===== config.mk =====
export PLATFORM = sky130hd
export DESIGN_NAME = msm_bucket_accumulator
export DESIGN_NICKNAME = d
export VERILOG_FILES = /design/src/rtl/elliptic_curve_structs.sv /design/src/rtl/msm_bucket_store.sv /design/src/rtl/msm_bucket_accumulator.sv
export SDC_FILE = /design/constraint.sdc
export NUM_CORES = 2
export LEC_CHECK = 0
export CAP_MARGIN = 20
export CORE_ASPECT_RATIO = 1.2
export CORE_MARGIN = 10
export CORE_UTILIZATION = 45
export CTS_CLUSTER_SIZE = 8
export DETAILED_ROUTE_END_ITERATION = 12
export DONT_BUFFER_PORTS = 1
export SYNTH_ARGS = -nofsm -noshare
export SYNTH_HDL_FRONTEND = slang
export SYNTH_SLANG_ARGS = --single-unit

===== constraint.sdc =====
create_clock -name clk -period 6.75 [get_ports clk]
set_input_delay 2.025 -clock clk [delete_from_list [all_inputs] [get_ports clk]]
set_output_delay 2.025 -clock clk [all_outputs]
set_load 0.01 [all_outputs]

===== src/rtl/elliptic_curve_structs.sv =====
// Shared curve types: affine point, the point-at-infinity encoding and the
// bucket-accumulator state enum.
package elliptic_curve_structs;

   localparam int COORD_W = 32;

   typedef struct packed {
      logic [COORD_W-1:0] x;
      logic [COORD_W-1:0] y;
   } curve_point_t;

   // All-ones coordinates never occur on a valid affine point, so they encode infinity.
   localparam curve_point_t inf_point = '{x: {COORD_W{1'b1}}, y: {COORD_W{1'b1}}};

   typedef enum logic [3:0] {
      ST_CLEAR,
      ST_IDLE,
      ST_LOAD,
      ST_CHECK,
      ST_ARM,
      ST_ADD,
      ST_WRITE,
      ST_DRAIN_RD,
      ST_DRAIN
   } bucket_state_t;

   function automatic logic pt_is_inf(input curve_point_t p);
      return p == inf_point;
   endfunction

endpackage


===== src/rtl/msm_bucket_store.sv =====
// Bucket RAM: one synchronous write port and one synchronous read port with a
// registered output that holds its value between reads.
module msm_bucket_store
   import elliptic_curve_structs::*;
#(
   parameter int NUM_BUCKETS = 16,
   parameter int IDX_W       = $clog2(NUM_BUCKETS)
) (
   input  logic               clk,
   input  logic               rd_en_i,
   input  logic [IDX_W-1:0]   rd_addr_i,
   output curve_point_t       rd_data_o,
   input  logic               wr_en_i,
   input  logic [IDX_W-1:0]   wr_addr_i,
   input  curve_point_t       wr_data_i
);

   curve_point_t mem_q [NUM_BUCKETS];
   curve_point_t rd_data_q;

   // NOTE: the array has no reset; the owner sweeps it with inf_point after every reset.
   always_ff @(posedge clk) begin
      if (wr_en_i) begin
         mem_q[wr_addr_i] <= wr_data_i;
      end
      if (rd_en_i) begin
         rd_data_q <= mem_q[rd_addr_i];
      end
   end

   assign rd_data_o = rd_data_q;

endmodule


===== src/rtl/msm_bucket_accumulator.sv =====
// MSM bucket stage: accumulates (point, bucket) pairs through an external point
// adder, screens the cases the adder cannot handle, and drains buckets on request.
module msm_bucket_accumulator
   import elliptic_curve_structs::*;
#(
   parameter int NUM_BUCKETS    = 16,
   parameter int IDX_W          = $clog2(NUM_BUCKETS),
   parameter int MAX_ADD_CYCLES = 4096
) (
   input  logic               clk,
   input  logic               Reset,
   input  logic               in_valid,
   output logic               in_ready,
   input  curve_point_t       in_point,
   input  logic [IDX_W-1:0]   in_idx,
   input  logic               drain_start,
   output logic               out_valid,
   input  logic               out_ready,
   output curve_point_t       out_point,
   output logic [IDX_W-1:0]   out_idx,
   output logic               add_reset,
   output curve_point_t       add_P,
   output curve_point_t       add_Q,
   input  logic               add_done,
   input  curve_point_t       add_R,
   output logic               err_double,
   output logic               err_timeout,
   output logic               busy
);

   localparam int                 CNT_W    = $clog2(MAX_ADD_CYCLES + 1);
   localparam logic [IDX_W-1:0]   LAST_IDX = IDX_W'(NUM_BUCKETS - 1);
   localparam logic [CNT_W-1:0]   LAST_CNT = CNT_W'(MAX_ADD_CYCLES - 1);

   bucket_state_t       state_q;
   logic [IDX_W-1:0]    ptr_q;
   logic [IDX_W-1:0]    idx_q;
   curve_point_t        q_q;
   curve_point_t        b_q;
   curve_point_t        wr_val_q;
   logic [CNT_W-1:0]    cnt_q;
   logic                add_reset_q;
   logic                out_valid_q;
   logic                err_double_q;
   logic                err_timeout_q;

   logic                rd_en_d;
   logic [IDX_W-1:0]    rd_addr_d;
   logic                wr_en_d;
   logic [IDX_W-1:0]    wr_addr_d;
   curve_point_t        wr_data_d;
   curve_point_t        rd_data;

   msm_bucket_store #(
      .NUM_BUCKETS (NUM_BUCKETS),
      .IDX_W       (IDX_W)
   ) u_store (
      .clk       (clk),
      .rd_en_i   (rd_en_d),
      .rd_addr_i (rd_addr_d),
      .rd_data_o (rd_data),
      .wr_en_i   (wr_en_d),
      .wr_addr_i (wr_addr_d),
      .wr_data_i (wr_data_d)
   );

   // NOTE: every signal gets a default before the case so no latch is inferred.
   always_comb begin
      rd_en_d   = 1'b0;
      rd_addr_d = idx_q;
      wr_en_d   = 1'b0;
      wr_addr_d = idx_q;
      wr_data_d = wr_val_q;
      case (state_q)
         ST_CLEAR: begin
            wr_en_d   = 1'b1;
            wr_addr_d = ptr_q;
            wr_data_d = inf_point;
         end
         ST_LOAD:  rd_en_d = 1'b1;
         ST_WRITE: wr_en_d = 1'b1;
         ST_DRAIN_RD: begin
            rd_en_d   = 1'b1;
            rd_addr_d = ptr_q;
         end
         ST_DRAIN: begin
            wr_en_d   = out_ready;
            wr_addr_d = ptr_q;
            wr_data_d = inf_point;
         end
         default: ;
      endcase
      // A reset in the same cycle aborts any pending writeback or drain clear.
      if (Reset) begin
         wr_en_d = 1'b0;
      end
   end

   always_ff @(posedge clk) begin
      if (Reset) begin
         state_q       <= ST_CLEAR;
         ptr_q         <= '0;
         idx_q         <= '0;
         q_q           <= inf_point;
         b_q           <= inf_point;
         wr_val_q      <= inf_point;
         cnt_q         <= '0;
         add_reset_q   <= 1'b1;
         out_valid_q   <= 1'b0;
         err_double_q  <= 1'b0;
         err_timeout_q <= 1'b0;
      end else begin
         case (state_q)
            ST_CLEAR: begin
               ptr_q <= ptr_q + 1'b1;
               if (ptr_q == LAST_IDX) begin
                  state_q <= ST_IDLE;
               end
            end
            ST_IDLE: begin
               if (drain_start) begin
                  ptr_q   <= '0;
                  state_q <= ST_DRAIN_RD;
               end else if (in_valid) begin
                  q_q     <= in_point;
                  idx_q   <= in_idx;
                  state_q <= ST_LOAD;
               end
            end
            ST_LOAD: state_q <= ST_CHECK;
            ST_CHECK: begin
               b_q <= rd_data;
               if (pt_is_inf(q_q)) begin
                  state_q <= ST_IDLE;
               end else if (pt_is_inf(rd_data)) begin
                  wr_val_q <= q_q;
                  state_q  <= ST_WRITE;
               end else if (rd_data.x == q_q.x && rd_data.y != q_q.y) begin
                  wr_val_q <= inf_point;
                  state_q  <= ST_WRITE;
               end else if (rd_data == q_q) begin
                  err_double_q <= 1'b1;
                  state_q      <= ST_IDLE;
               end else begin
                  state_q <= ST_ARM;
               end
            end
            ST_ARM: begin
               cnt_q       <= '0;
               add_reset_q <= 1'b0;
               state_q     <= ST_ADD;
            end
            ST_ADD: begin
               // Done seen in the first ADD cycle is left over from the previous add.
               if (cnt_q != '0 && add_done) begin
                  wr_val_q    <= add_R;
                  add_reset_q <= 1'b1;
                  state_q     <= ST_WRITE;
               end else if (cnt_q == LAST_CNT) begin
                  err_timeout_q <= 1'b1;
                  add_reset_q   <= 1'b1;
                  state_q       <= ST_IDLE;
               end else begin
                  cnt_q <= cnt_q + 1'b1;
               end
            end
            ST_WRITE: state_q <= ST_IDLE;
            ST_DRAIN_RD: begin
               out_valid_q <= 1'b1;
               state_q     <= ST_DRAIN;
            end
            ST_DRAIN: begin
               if (out_ready) begin
                  out_valid_q <= 1'b0;
                  ptr_q       <= ptr_q + 1'b1;
                  state_q     <= (ptr_q == LAST_IDX) ? ST_IDLE : ST_DRAIN_RD;
               end
            end
            default: state_q <= ST_CLEAR;
         endcase
      end
   end

   assign in_ready    = (state_q == ST_IDLE) && !drain_start;
   assign busy        = (state_q != ST_IDLE);
   assign out_valid   = out_valid_q;
   assign out_point   = rd_data;
   assign out_idx     = ptr_q;
   assign add_reset   = add_reset_q;
   assign add_P       = b_q;
   assign add_Q       = q_q;
   assign err_double  = err_double_q;
   assign err_timeout = err_timeout_q;

endmodule


; Word level (Yosys, flattened, before mapping)
; Memory sizes are Yosys's and may differ from the RTL's. A register that Yosys moved wholly into a read port is not among the register bits.
; Cells that the tools add are included.
[totals]
memories = 1
wordCells = 106
ramBits = 1024
regBits = 221
mem_bits_ro = 0
input_bits = 138
latch_bits = 0
[mem_list]
columns = name, depth, width, rd, rd_clocked_by_memory_dff, wr, line_no
row1 = u_store.mem_q, 16, 64, 1, 1, 1, msm_bucket_store.sv:18  ; curve_point_t mem_q [NUM_BUCKETS];
[classes]
add_sub_neg = 2
n_bitwise = 5
mul = 0
reduce_logical = 22
muxes = 36
order_cmp = 0
shift = 0
eq_ne = 26
n_div = 0
[op_table]
columns = op, n
row1 = 64-bit two-way mux, 5
row2 = "64-bit equality test, second input constant", 2
row3 = 64-bit one-hot mux with 2 select lines, 1
row4 = 64-bit equality test, 1
row5 = 4-bit two-way mux, 10
row6 = 4-bit one-hot mux with 9 select lines, 1
row7 = 32-bit equality test, 1
row8 = 32-bit != test, 1
row9 = 13-bit two-way mux, 2
row10 = 13-bit one-hot mux with 2 select lines, 1
row11 = "4-bit by 3-bit equality test with 1-bit output, second input constant", 4
row12 = 3-bit two-way mux, 5
row13 = "2-bit != test, second input constant", 7
row14 = "13-bit by 1-bit adder with 13-bit output, second input constant", 1
row15 = "13-bit by 12-bit equality test with 1-bit output, second input constant", 1
row16 = 13-bit nonzero test, 1
row17 = 4-bit one-hot mux with 3 select lines, 1
row18 = 3-bit AND reduction, 4
row19 = "3-bit != test, second input constant", 3
row20 = "4-bit by 2-bit equality test with 1-bit output, second input constant", 2
row21 = "4-bit equality test, second input constant", 2
row22 = 4-bit AND reduction, 2
row23 = 1-bit two-way mux, 7
row24 = 1-bit one-hot mux with 2 select lines, 3
row25 = 12 further kinds, 23

; Depth between registers and ports, before layout
[logic_depth]
depth_word = 6
depth_mapped = 11

; Cells and area by module
; From an unflattened synthesis, not the netlist that was laid out.
[unflattened]
hier_cells = 2907
area_unflattened_um2 = 50597.3
[modules_own_cells]
columns = mod, n_inst, cells_each, seq_area_each_um2, area_each_um2
row1 = msm_bucket_store, 1, 1647, 32671.3, 40222.3
row2 = msm_bucket_accumulator, 1, 1260, 4424.2, 10375.0

; Worst setup path after synthesis
; OpenSTA, ideal clock, no wires.
[synth_path]
kind = flip-flop to flip-flop
start = register state_q[0]
end = register u_store.rd_data_o[0] (netlist name)
path_buffers = 1
setup_time_ps = 578
t_required_ps = 6172
path_stages_with_launch = 4
arrival_ps = 5419
setup_slack_ps = 753
cell_sequence = dfxtp_1 -> clkbuf_1 -> xor2_1 -> nor3b_1
[synth_between]
elab_chain_len = 3
word_cells_on_any_way = 5
classes_between = eq/ne (2) / mux (2) / reduce/logical (1)
[synth_lines]
columns = item, line_no
row1 = from (decl), msm_bucket_accumulator.sv:35  ; bucket_state_t state_q;
row2 = from (signal assigned), msm_bucket_accumulator.sv:176  ; state_q <= (ptr_q == LAST_IDX) ? ST_IDLE : ST_DRAIN_RD;
row3 = 4-bit by 3-bit equality test with 1-bit output / 4-bit by 2-bit equality test with 1-bit output (equally long branches), msm_bucket_accumulator.sv:74  ; case (state_q)
row4 = 2-bit OR reduction (no line) (*), -
row5 = 1-bit two-way mux (*), msm_bucket_accumulator.sv:74
row6 = via rd_en_d, msm_bucket_accumulator.sv:47  ; logic rd_en_d;
; Mark *: on every way through the listed nets, which the timed path passes. The rest lies on a longest branch.
; A chain may end at the register's enable or synchronous reset.

; Final worst setup path
[layout_path]
start = register state_q[0]
end = output in_ready
[layout_between]
elab_chain_len = 2
[layout_lines]
columns = item, line_no
row1 = 4-bit by 1-bit equality test with 1-bit output, msm_bucket_accumulator.sv:184  ; assign in_ready = (state_q == ST_IDLE) && !drain_start;
row2 = 1-bit logical AND, msm_bucket_accumulator.sv:184
row3 = to (decl), msm_bucket_accumulator.sv:13  ; output logic in_ready,
; No other way between the ends.

==> summary.md <==
| Metric | Value |
|---|---|
| Outcome | completed |
| Syn_nets | 4270 |
| CP Data Required Time | around 4700 ps |
| Design area | 59300 um2 |
| Post-route DRC | 0 |
| Count leader, synth | edfxtp_1 |
| Routed Antenna Nets | 0 |
| Max IR drop VDD | 0.221 mV |
| Die area | 131000 um2 |
| Global route overflow | 0 |
| Final Hold Slack | 501 ps |
| Top routing layer in use | met5 |
| First-pass GRT wire length | approximately 240 mm |
| Register area share after synthesis | 0.707 |
| CP Class | reg2out |
| Startpoint types | flip-flop |
| Vias/cell | roughly 5.9 |
| Root buffer cell | clkbuf_16 |
| Core region area | 116000 um2 |
| Largest family of logic cells by synthesized area | simple AND/OR/NAND/NOR gates |
| Synth Cell Area | ~52000 um2 |
| IO Pins | 340 |
| Worst stage delay on the critical path | 580 ps |
| Post-synth top cells | edfxtp_1 (1088), nand2_1 (968), nand3_1 (389) |
| CTS tree | yes |
| WP data arrival | 2820 ps |
| Number of global-route vias before repair | 33100 |
| DRT met1 WL | 64.5 mm |
| Total number of vias | 34200 |
| Distinct cells, synth | 59 |
| Core Util, Final | 0.511 |
| Detail Placement HPWL | 99.8 mm |
| Headroom to the max-slew limit | 0.209 |
| Simple-Gate Fraction of Synth Area | 0.168 |
| Hold Path Class | reg2reg |
| Post-layout min period | 4840 ps |
| Slew Limit Fails | 0 |
| Worst Tran Pin Value | 1180 ps |
| # hold bufs at CTS | 0 |
| DR WL met2 | 76.2 mm |
| CP Cell Sequence | nor2b_1 > nand2_1 > nor2_1 |
| WL final | 164 mm |
| Final Setup Violations | 0 |
| Die Y | between 300 and 400 um |
| Yosys reg bits | 1309 |
| GRT Util Overall | 0.243 |
| Starting Density | 0.452 |
| Final TNS setup | 0 ps |
| Power Dens Cells | 306 nW/um2 |
| Worst-Skew Late Latency | 800 ps |
| Clk_skew | roughly 34 ps |
| Max Clk Rate | roughly 0.21 GHz |
| I/O Buffers | 0 |
| Mean cell area of the mapped netlist | roughly 13 um2 |
| Clk slew on worst S/H paths | roughly 50 ps |
| Mux share of post-synthesis cell area | 0.0410 |
| Clock sinks | 1309 |
| Post-CTS Setup Bufs | 0 |
| Area Overhead vs Synth | 13.0% |
| Resized cells post-CTS | 0 |
| Cell area after placement | ~54000 um2 |
| Ys async rst share | 0 |
| Post-Synth Adder-Cell Area | 0.000715 |
| Leak | ~0.018 uW |
| Initial antenna violation count | 6 |
| Max FO, Critical Path | 13 |
| Synthesis Warnings | 0 |
| 1st-iter DRT viols | 3614 |
| Mapped Cells | 4129 |
| DRT Pass-1 Iters | 5 |
| Count of final hold-check violations | 0 |
| Pre-CTS setup slack | 1840 ps |
| Share of the synthesized area in the top cell type | 0.622 |
| Top post-synthesis cells by area | edfxtp_1 (62%), dfxtp_1 (8.4%), nand2_1 (6.9%) |
| Number of synthesized flops with an enable pin | approximately 1100 |
| Gp weighted congestion | 0.861 |
| H-tree levels | 4 |
| Met3 wire length | 19.1 mm |
| Final critical-path setup slack | 1910 ps |
| Max clock buf depth | 3 |
| Die W | 332 um |
| Critical-path top delay cell | dfxtp_1 |
| TritonCTS Buffers | 181 |
| Largest net degree at the start of global routing | ~280 |
| Period Utilization, post-route | 0.717 |
| Dominant synthesized flop cell | edfxtp_1 |
| Compound-cell area share of the yosys netlist | 0.0482 |
| Max-cap violation count | 0 |
| Xor/xnor cell area share of the yosys netlist | 0.0123 |
| Layout cells sized above 1 | 0.0745 |
| Yosys top cell by area | edfxtp_1 |
| Nets | 4269 |
| RSZ-0062 raised after global routing | no |
| Wire length per cell | 28.5 um |
| Row count | 137 |
| Critical Path End Type | output pin |
-- per-stage QoR --
stage | instances | power [uW]
floorplan | 4129 | 9610
global placement | 5469 | 10000
detailed placement | 5472 | 10000
CTS | 5754 | 18300
global route | 5756 | 18600
finish | 5759 | 18200
-- worst paths after layout --
path | start | to | slack [ps] | cells after the start
min reg2reg | wr_val_q[21] | wr_val_q[21] | 500 | 2
max | state_q[0] | in_ready | 1910 | 3
max reg2reg | state_q[0] | u_store.rd_data_o[37] | 2370 | 8
min | wr_val_q[21] | wr_val_q[21] | 500 | 2
-- kinds of logic (layout without fill, tap and decap cells) --
logic type | count (synthesis) | after routing
AO/OA/AOI/OAI | 339 | 339
XOR/XNOR | 74 | 74
adder cells (fa/ha/maj) | 3 | 3
buffers and inverters | 269 | 367
flip-flops | 1309 | 1309
multiplexers | 214 | 214
other | 0 | 3
AND/OR/NAND/NOR | 1921 | 1921
-- state kept, by name (all words and copies together), names as in the netlist --
register / count
u_store.mem_q: 1024
add_P: 64
add_Q: 64
u_store.rd_data_o: 64
wr_val_q: 64
cnt_q: 13
idx_q: 4
out_idx: 4
state_q: 4
add_reset: 1
err_double: 1
err_timeout: 1
out_valid: 1
-- worst max-delay path: cells and delay by family, from the launching register on --
family	cells	cell delay, ps
AND/OR/NAND/NOR	3	1440
flip-flops	1	580
-- cell usage in the layout, fill, tap and decap left out, types with 10 or more instances in the layout --
master,count
a211o_1,64
a21oi_1,46
a31oi_1,32
a32oi_1,64
buf_12,15
buf_4,61
clkbuf_1,86
clkbuf_16,181
dfxtp_1,221
edfxtp_1,1088
mux2i_1,208
nand2_1,967
nand2b_1,68
nand3_1,389
nand3b_1,66
nand4_1,128
nor2_1,149
nor2_4,23
nor2b_1,68
nor3_1,11
nor4_1,17
o21ai_0,10
o21ai_1,40
o22a_1,64
xnor2_1,68
-- where the power goes --
group | leakage, uW | total (uW) | switching [uW] | internal [uW]
clock network | 0.00244 | 8280 | 3360 | 4910
logic | 0.00603 | 943 | 713 | 229
registers | 0.00999 | 8950 | 137 | 8810
total | 0.0185 | 18200 | 4210 | 14000
-- final cells by class --
| type | count | area (um2) |
|---|---|---|
| Fill cell | 9880 | 56700 |
| Sequential cell | 1309 | 37100 |
| Multi-Input combinational cell | 2551 | 14400 |
| Clock buffer | 267 | 4850 |
| Tap cell | 1529 | 1910 |
| Timing Repair Buffer | 79 | 773 |
| Clock inverter | 15 | 233 |
| Inverter | 6 | 22.5 |
| Antenna cell | 3 | 7.51 |
-- routing by layer --
| layer | up-vias | GRT usage |
|---|---|---|
| li1 | 15100 | - |
| met2 | 1743 | 0.385 |
| met5 | - | 0.00220 |
| met4 | 2 | 0.0740 |
| met3 | 269 | 0.0821 |
| met1 | 17100 | 0.311 |
Note: power is estimated with default switching activity, not from simulation.
